### config.mk
export PLATFORM = sky130hd
export DESIGN_NAME = sha256_state_bank
export DESIGN_NICKNAME = d
export VERILOG_FILES = /design/src/rtl/sha2_pkg.sv /design/src/rtl/sha2_word_reg.sv /design/src/rtl/sha256_state_bank.sv
export SDC_FILE = /design/constraint.sdc
export NUM_CORES = 2
export LEC_CHECK = 0
export ABC_AREA = 1
export CORE_AREA = 4 4 331 333
export DETAILED_ROUTE_END_ITERATION = 7
export DIE_AREA = 0 0 335 337
export PLACE_DENSITY = 0.74
export SETUP_SLACK_MARGIN = 0.02
export SLEW_MARGIN = 30
export SYNTH_ARGS = -nofsm -noshare
export SYNTH_HDL_FRONTEND = slang
export SYNTH_SLANG_ARGS = --single-unit
### constraint.sdc
create_clock -name CLK -period 24.7 [get_ports CLK]
set_input_delay 3.705 -clock CLK [delete_from_list [all_inputs] [get_ports CLK]]
set_output_delay 3.705 -clock CLK [all_outputs]
set_load 0.03 [all_outputs]
### src/rtl/sha2_pkg.sv
`default_nettype none
// ============================================================================
// Module : sha2_pkg
// Desc   : Command/state encodings and SHA-224/256 initial hash values.
// Rev    : 1.0  initial release
// ============================================================================
package sha2_pkg;

  typedef enum logic [1:0] {
    CMD_INIT  = 2'd0,
    CMD_START = 2'd1,
    CMD_ROUND = 2'd2,
    CMD_FINAL = 2'd3
  } cmd_e;

  typedef enum logic [1:0] {
    ST_IDLE  = 2'd0,
    ST_READY = 2'd1,
    ST_RUN   = 2'd2,
    ST_OUT   = 2'd3
  } state_e;

  // Word 0 (H0) sits in the least significant bits.
  localparam logic [255:0] SHA256_IV = {
    32'h5be0cd19, 32'h1f83d9ab, 32'h9b05688c, 32'h510e527f,
    32'ha54ff53a, 32'h3c6ef372, 32'hbb67ae85, 32'h6a09e667
  };

  localparam logic [255:0] SHA224_IV = {
    32'hbefa4fa4, 32'h64f98fa7, 32'h68581511, 32'hffc00b31,
    32'hf70e5939, 32'h3070dd17, 32'h367cd507, 32'hc1059ed8
  };

endpackage
`default_nettype wire

### src/rtl/sha2_word_reg.sv
`default_nettype none
// ============================================================================
// Module : sha2_word_reg
// Desc   : One WORD_W-bit holding register with async reset and load enable.
// Rev    : 1.0  initial release
// ============================================================================
module sha2_word_reg
  import sha2_pkg::*;
#(
  parameter int WORD_W = 32
) (
  input  logic              CLK,
  input  logic              RST,
  input  logic              en,
  input  logic [WORD_W-1:0] d,
  output logic [WORD_W-1:0] q
);

  always_ff @(posedge CLK or posedge RST) begin
    if (RST) begin
      q <= '0;
    end else if (en) begin
      q <= d;
    end
  end

endmodule
`default_nettype wire

### src/rtl/sha256_state_bank.sv
`default_nettype none
// ============================================================================
// Module : sha256_state_bank
// Desc   : SHA-2 working (a..h) and chaining (H0..H7) register bank driven by
//          INIT/START/ROUND/FINAL commands. Option SHA2_STATE_ZEROIZE_EN
//          clears the working registers on FINAL and on an INIT abort.
// Rev    : 1.0  initial release
// ============================================================================
module sha256_state_bank
  import sha2_pkg::*;
#(
  parameter int WORD_W = 32,
  parameter int ROUNDS = 64,
  parameter int RW     = $clog2(ROUNDS + 1)
) (
  input  logic                CLK,
  input  logic                RST,
  input  logic                cmd_valid_i,
  output logic                cmd_ready_o,
  input  logic [1:0]          cmd_i,
  input  logic [8*WORD_W-1:0] iv_i,
  input  logic [WORD_W-1:0]   t1_i,
  input  logic [WORD_W-1:0]   t2_i,
  output logic [8*WORD_W-1:0] work_o,
  output logic [8*WORD_W-1:0] hash_o,
  output logic [RW-1:0]       round_o,
  output logic                hash_valid_o,
  input  logic                hash_ready_i,
  output logic                err_o
);

  localparam logic [RW-1:0] LAST_ROUND = RW'(ROUNDS);

  state_e            state;
  state_e            state_next;
  cmd_e              cmd;
  logic [RW-1:0]     round;
  logic [RW-1:0]     round_next;
  logic              err;
  logic              accept;
  logic              legal;
  logic              work_en;
  logic              hash_en;
  logic [WORD_W-1:0] work   [8];
  logic [WORD_W-1:0] work_d [8];
  logic [WORD_W-1:0] hash   [8];
  logic [WORD_W-1:0] hash_d [8];

  assign cmd          = cmd_e'(cmd_i);
  assign cmd_ready_o  = (state != ST_OUT);
  assign accept       = cmd_valid_i && cmd_ready_o;
  assign hash_valid_o = (state == ST_OUT);
  assign round_o      = round;
  assign err_o        = err;

  // INIT is legal in every state that can accept a command at all.
  always_comb begin
    legal = 1'b0;
    case (cmd)
      CMD_INIT:  legal = 1'b1;
      CMD_START: legal = (state == ST_READY);
      CMD_ROUND: legal = (state == ST_RUN) && (round < LAST_ROUND);
      CMD_FINAL: legal = (state == ST_RUN) && (round == LAST_ROUND);
      default:   legal = 1'b0;
    endcase
  end

  always_comb begin
    state_next = state;
    round_next = round;
    work_en    = 1'b0;
    hash_en    = 1'b0;
    work_d     = work;
    hash_d     = hash;

    if (state == ST_OUT) begin
      if (hash_ready_i) begin
        state_next = ST_READY;
      end
    end else if (accept && legal) begin
      case (cmd)
        CMD_INIT: begin
          work_en    = 1'b1;
          hash_en    = 1'b1;
          round_next = '0;
          state_next = ST_READY;
          for (int i = 0; i < 8; i++) begin
            hash_d[i] = iv_i[i*WORD_W +: WORD_W];
`ifdef SHA2_STATE_ZEROIZE_EN
            work_d[i] = (state == ST_RUN) ? '0 : iv_i[i*WORD_W +: WORD_W];
`else
            work_d[i] = iv_i[i*WORD_W +: WORD_W];
`endif
          end
        end
        CMD_START: begin
          work_en    = 1'b1;
          work_d     = hash;
          round_next = '0;
          state_next = ST_RUN;
        end
        CMD_ROUND: begin
          work_en    = 1'b1;
          round_next = round + RW'(1);
          work_d[0]  = t1_i + t2_i;
          work_d[1]  = work[0];
          work_d[2]  = work[1];
          work_d[3]  = work[2];
          work_d[4]  = work[3] + t1_i;
          work_d[5]  = work[4];
          work_d[6]  = work[5];
          work_d[7]  = work[6];
        end
        CMD_FINAL: begin
          hash_en    = 1'b1;
          state_next = ST_OUT;
          for (int i = 0; i < 8; i++) begin
            hash_d[i] = hash[i] + work[i];
          end
`ifdef SHA2_STATE_ZEROIZE_EN
          work_en = 1'b1;
          for (int i = 0; i < 8; i++) begin
            work_d[i] = '0;
          end
`endif
        end
        default: begin
          state_next = state;
        end
      endcase
    end
  end

  // Commands are never accepted in OUT, so no error can be raised there.
  always_ff @(posedge CLK or posedge RST) begin
    if (RST) begin
      state <= ST_IDLE;
      round <= '0;
      err   <= 1'b0;
    end else begin
      state <= state_next;
      round <= round_next;
      err   <= accept && !legal;
    end
  end

  for (genvar i = 0; i < 8; i++) begin : g_word
    sha2_word_reg #(
      .WORD_W(WORD_W)
    ) u_work (
      .CLK(CLK),
      .RST(RST),
      .en (work_en),
      .d  (work_d[i]),
      .q  (work[i])
    );

    sha2_word_reg #(
      .WORD_W(WORD_W)
    ) u_hash (
      .CLK(CLK),
      .RST(RST),
      .en (hash_en),
      .d  (hash_d[i]),
      .q  (hash[i])
    );

    assign work_o[i*WORD_W +: WORD_W] = work[i];
    assign hash_o[i*WORD_W +: WORD_W] = hash[i];
  end

endmodule
`default_nettype wire

==> impl_metrics.json <==
{
  "yosysTopAreaCell": "nand2_1",
  "cp.arrival_ns": 8.56,
  "cp-end-kind": "register",
  "areaGrowthSynthToFinish_pct": 24.0,
  "start_kind": "input port",
  "yosys_warnings": 0,
  "place_ws_ns": 16.24,
  "powerDensity_nw_per_um2": 150,
  "cp_top_family": "buffers and inverters",
  "ctsResizeCount": 0,
  "max_stage_delay_ns": 0.80,
  "final-instance-count-excl-fill": 10578,
  "rows": 120,
  "post-route-period-util_pct": 32.2,
  "period_minus_slack_ns": 7.96,
  "avgViaCountPerCell": 5.62,
  "drc": 0,
  "slew_headroom_pct": 29.1,
  "portBuffers": 847,
  "postRouteWirelength_um": 248000,
  "min_path_type": "register to register",
  "finalSetupViolCount": 0,
  "drtPass1Iterations": 8,
  "fin_ws_ns": 16.74,
  "cts.clk_slew.worst_paths_ns": 0.06,
  "worstPathRequired_ns": 25.30,
  "synthMuxAreaShare_pct": 0,
  "synth_fa_ha_area_share_pct": 8.56,
  "clkLatencyLatePin_ns": 0.66,
  "gp_congestion": 1.05,
  "path_class": "input port to register",
  "drive_above_1_share_pct": 2.06,
  "yosysSeqAreaShare_pct": 26.7,
  "nets": 9766,
  "antenna_found_initial": 25,
  "synth_area_leaders": "nand2_1 27%, dfrtp_1 27%, ha_1 8.1%, nor2_1 7.9%, inv_1 7.2%",
  "wl_per_cell_um": 23.5,
  "clockBufferDepth": 3,
  "num_vias": 59456,
  "die_w_um": 335,
  "yosys.area_share.simple_pct": 41.7,
  "clock_skew_ns": 0.0349,
  "synth_cell_types": 32,
  "clk_root_buffer_cell": "clkbuf_16",
  "drtIter0Drc": 7242,
  "ys_seq_elements": 522,
  "worstMarginPinSlew_ns": 1.06,
  "synth_nets": 9087,
  "grt_max_degree": 154,
  "worstPathMaxFanout": 84,
  "leakagePower_nw": 31.8,
  "synth-xor-area-share_pct": 1.58,
  "h-tree-depth": 3,
  "synth_compound_area_share_pct": 11.6,
  "synth_top_area_share_pct": 26.8,
  "fin_util_pct": 56.8,
  "run_status": "completed",
  "syn-cell-area_sq_um": 48800,
  "crit_chain": "clkdlybuf4s50_1 -> ha_4 -> inv_6 -> nand2_1 -> o21ai_1 -> nand3_1 -> nand2_2 -> nand3_4 -> inv_6 -> buf_4 -> nand3_1 -> nand2_1",
  "cts_hold_buf": 0,
  "finalHoldViolations": 0,
  "clock_sinks": 522,
  "ir_worst_vdd_mv": 0.0870,
  "cts_tree": "yes",
  "core_region_area_sq_um": 107000,
  "numCtsBuffers": 66,
  "setup_tns_ns": 0,
  "finalPower_mw": 9.07,
  "dieArea_sq_um": 113000,
  "synth.avg_cell_area_sq_um": 5.79,
  "synth_top_family_by_area": "simple AND/OR/NAND/NOR gates",
  "crit_path_top_delay_cell": "inv_6",
  "grt_setup_unrepaired": "false",
  "die_h_um": 337,
  "crit_buf_inv": 4,
  "grt_use_total_pct": 42.3,
  "ioPinCount": 848,
  "synthCells": 8433,
  "maxCapViolCount": 0,
  "slew_violations": 0,
  "dp_hpwl_um": 196000,
  "postRouteAntennaNets": 0,
  "max_freq_ghz": 0.126,
  "postCtsSetupBuffers": 0,
  "start_util_pct": 45.8,
  "grt_overflow": 0,
  "placed_cells": 10445,
  "grt_pass1_vias": 54637,
  "grt_pass1_wl_um": 358000
}
-- cell usage in the layout, fill, tap and decap left out, types with 76 or more instances in the layout --
master	synthesis	routed
inv_1	931	930
nor2_1	1022	1022
a21oi_1	666	666
nand3_1	533	533
o21ai_1	120	120
o21ai_0	261	261
xnor2_1	76	76
dfrtp_1	522	522
ha_1	318	314
clkdlybuf4s50_1	0	847
nand2_1	3488	3488
-- Yosys cell counts --
library cell / n
a21o_1: 4
a21oi_1: 666
a31oi_1: 10
and2_1: 12
buf_1: 13
buf_2: 69
buf_4: 19
buf_6: 7
clkbuf_1: 176
dfrtp_1: 522
fa_1: 10
ha_1: 318
inv_1: 931
inv_2: 4
nand2_1: 3488
nand2_2: 1
nand3_1: 533
nand3_2: 1
nand3_4: 1
nand3b_1: 16
nand4_1: 36
nor2_1: 1022
nor3_1: 32
nor3b_1: 2
o21ai_0: 261
o21ai_1: 120
o21bai_1: 30
o22ai_1: 15
o31ai_1: 2
or2_2: 24
xnor2_1: 76
xor2_1: 12
-- worst paths after layout --
check	depth (start not counted)	startpoint	slack [ns]	endpoint
worst max-delay path	12	cmd_i[0]	16.74	g_word[5].u_hash.q[12]
worst min-delay path	2	state[0]	0.51	state[0]
worst max register to register	11	round_o[0]	20.68	g_word[5].u_hash.q[12]
worst min register to register	2	state[0]	0.51	state[0]
max in group asynchronous	5	RST	18.96	g_word[5].u_hash.q[28]
min in group asynchronous	2	RST	3.62	g_word[0].u_work.q[17]
-- tightest hold or removal path, delay by kind of cell (launching register included) --
kind             cells  cell delay [ns]
flip-flops           1             0.37
AND/OR/NAND/NOR      2             0.11
-- per-layer routing --
metal	vias up	track usage, %	routed length (um)
met2	3501	64.2	106000
met1	27383	54.4	96800
li1	27865	-	-
met4	18	25.6	17300
met5	-	0	126
met3	689	10.4	28200
-- final cells by class --
class / instances / area [sq um]
Tap cell: 1403 / 1760
Antenna cell: 11 / 27.5
Fill cell: 10879 / 46100
Sequential cell: 522 / 13100
Inverter: 935 / 3540
Multi-Input combinational cell: 6692 / 31000
Timing Repair Buffer: 895 / 8970
Clock buffer: 88 / 1800
Clock inverter: 32 / 343
-- stage by stage --
| step | instance area [sq um] | hold WS, ns |
|---|---|---|
| 6_report | 60500 | 0.514 |
| 5_1_grt | 60500 | 0.543 |
| 4_1_cts | 60500 | 0.509 |
| 3_5_place_dp | 58300 | 0.496 |
| 3_3_place_gp | 58300 | 0.492 |
| 2_1_floorplan | 48800 | 0.464 |
-- logic make-up after synthesis --
family	Yosys count
and+or+nand+nor	5168
adders and majority gates	328
DFF	522
xor gates and xnor gates	88
AOI/OAI and AO/OA	1108
buffers and inverters	1219
-- flip-flops by register name, indices dropped and copies added (netlist names) --
signal and cells:
g_word.u_hash.q 256, g_word.u_work.q 256, round_o 7, state 2, err_o 1
-- power breakdown --
group | internal, mW | total (mW) | leakage [nW] | switching [mW]
Combinational | 2.08 | 5.87 | 24.2 | 3.79
Clock | 0.546 | 0.990 | 1.03 | 0.443
Sequential | 1.25 | 2.21 | 6.58 | 0.959
Total | 3.88 | 9.07 | 31.8 | 5.19
No activity file was read; power rests on OpenSTA's default activity.
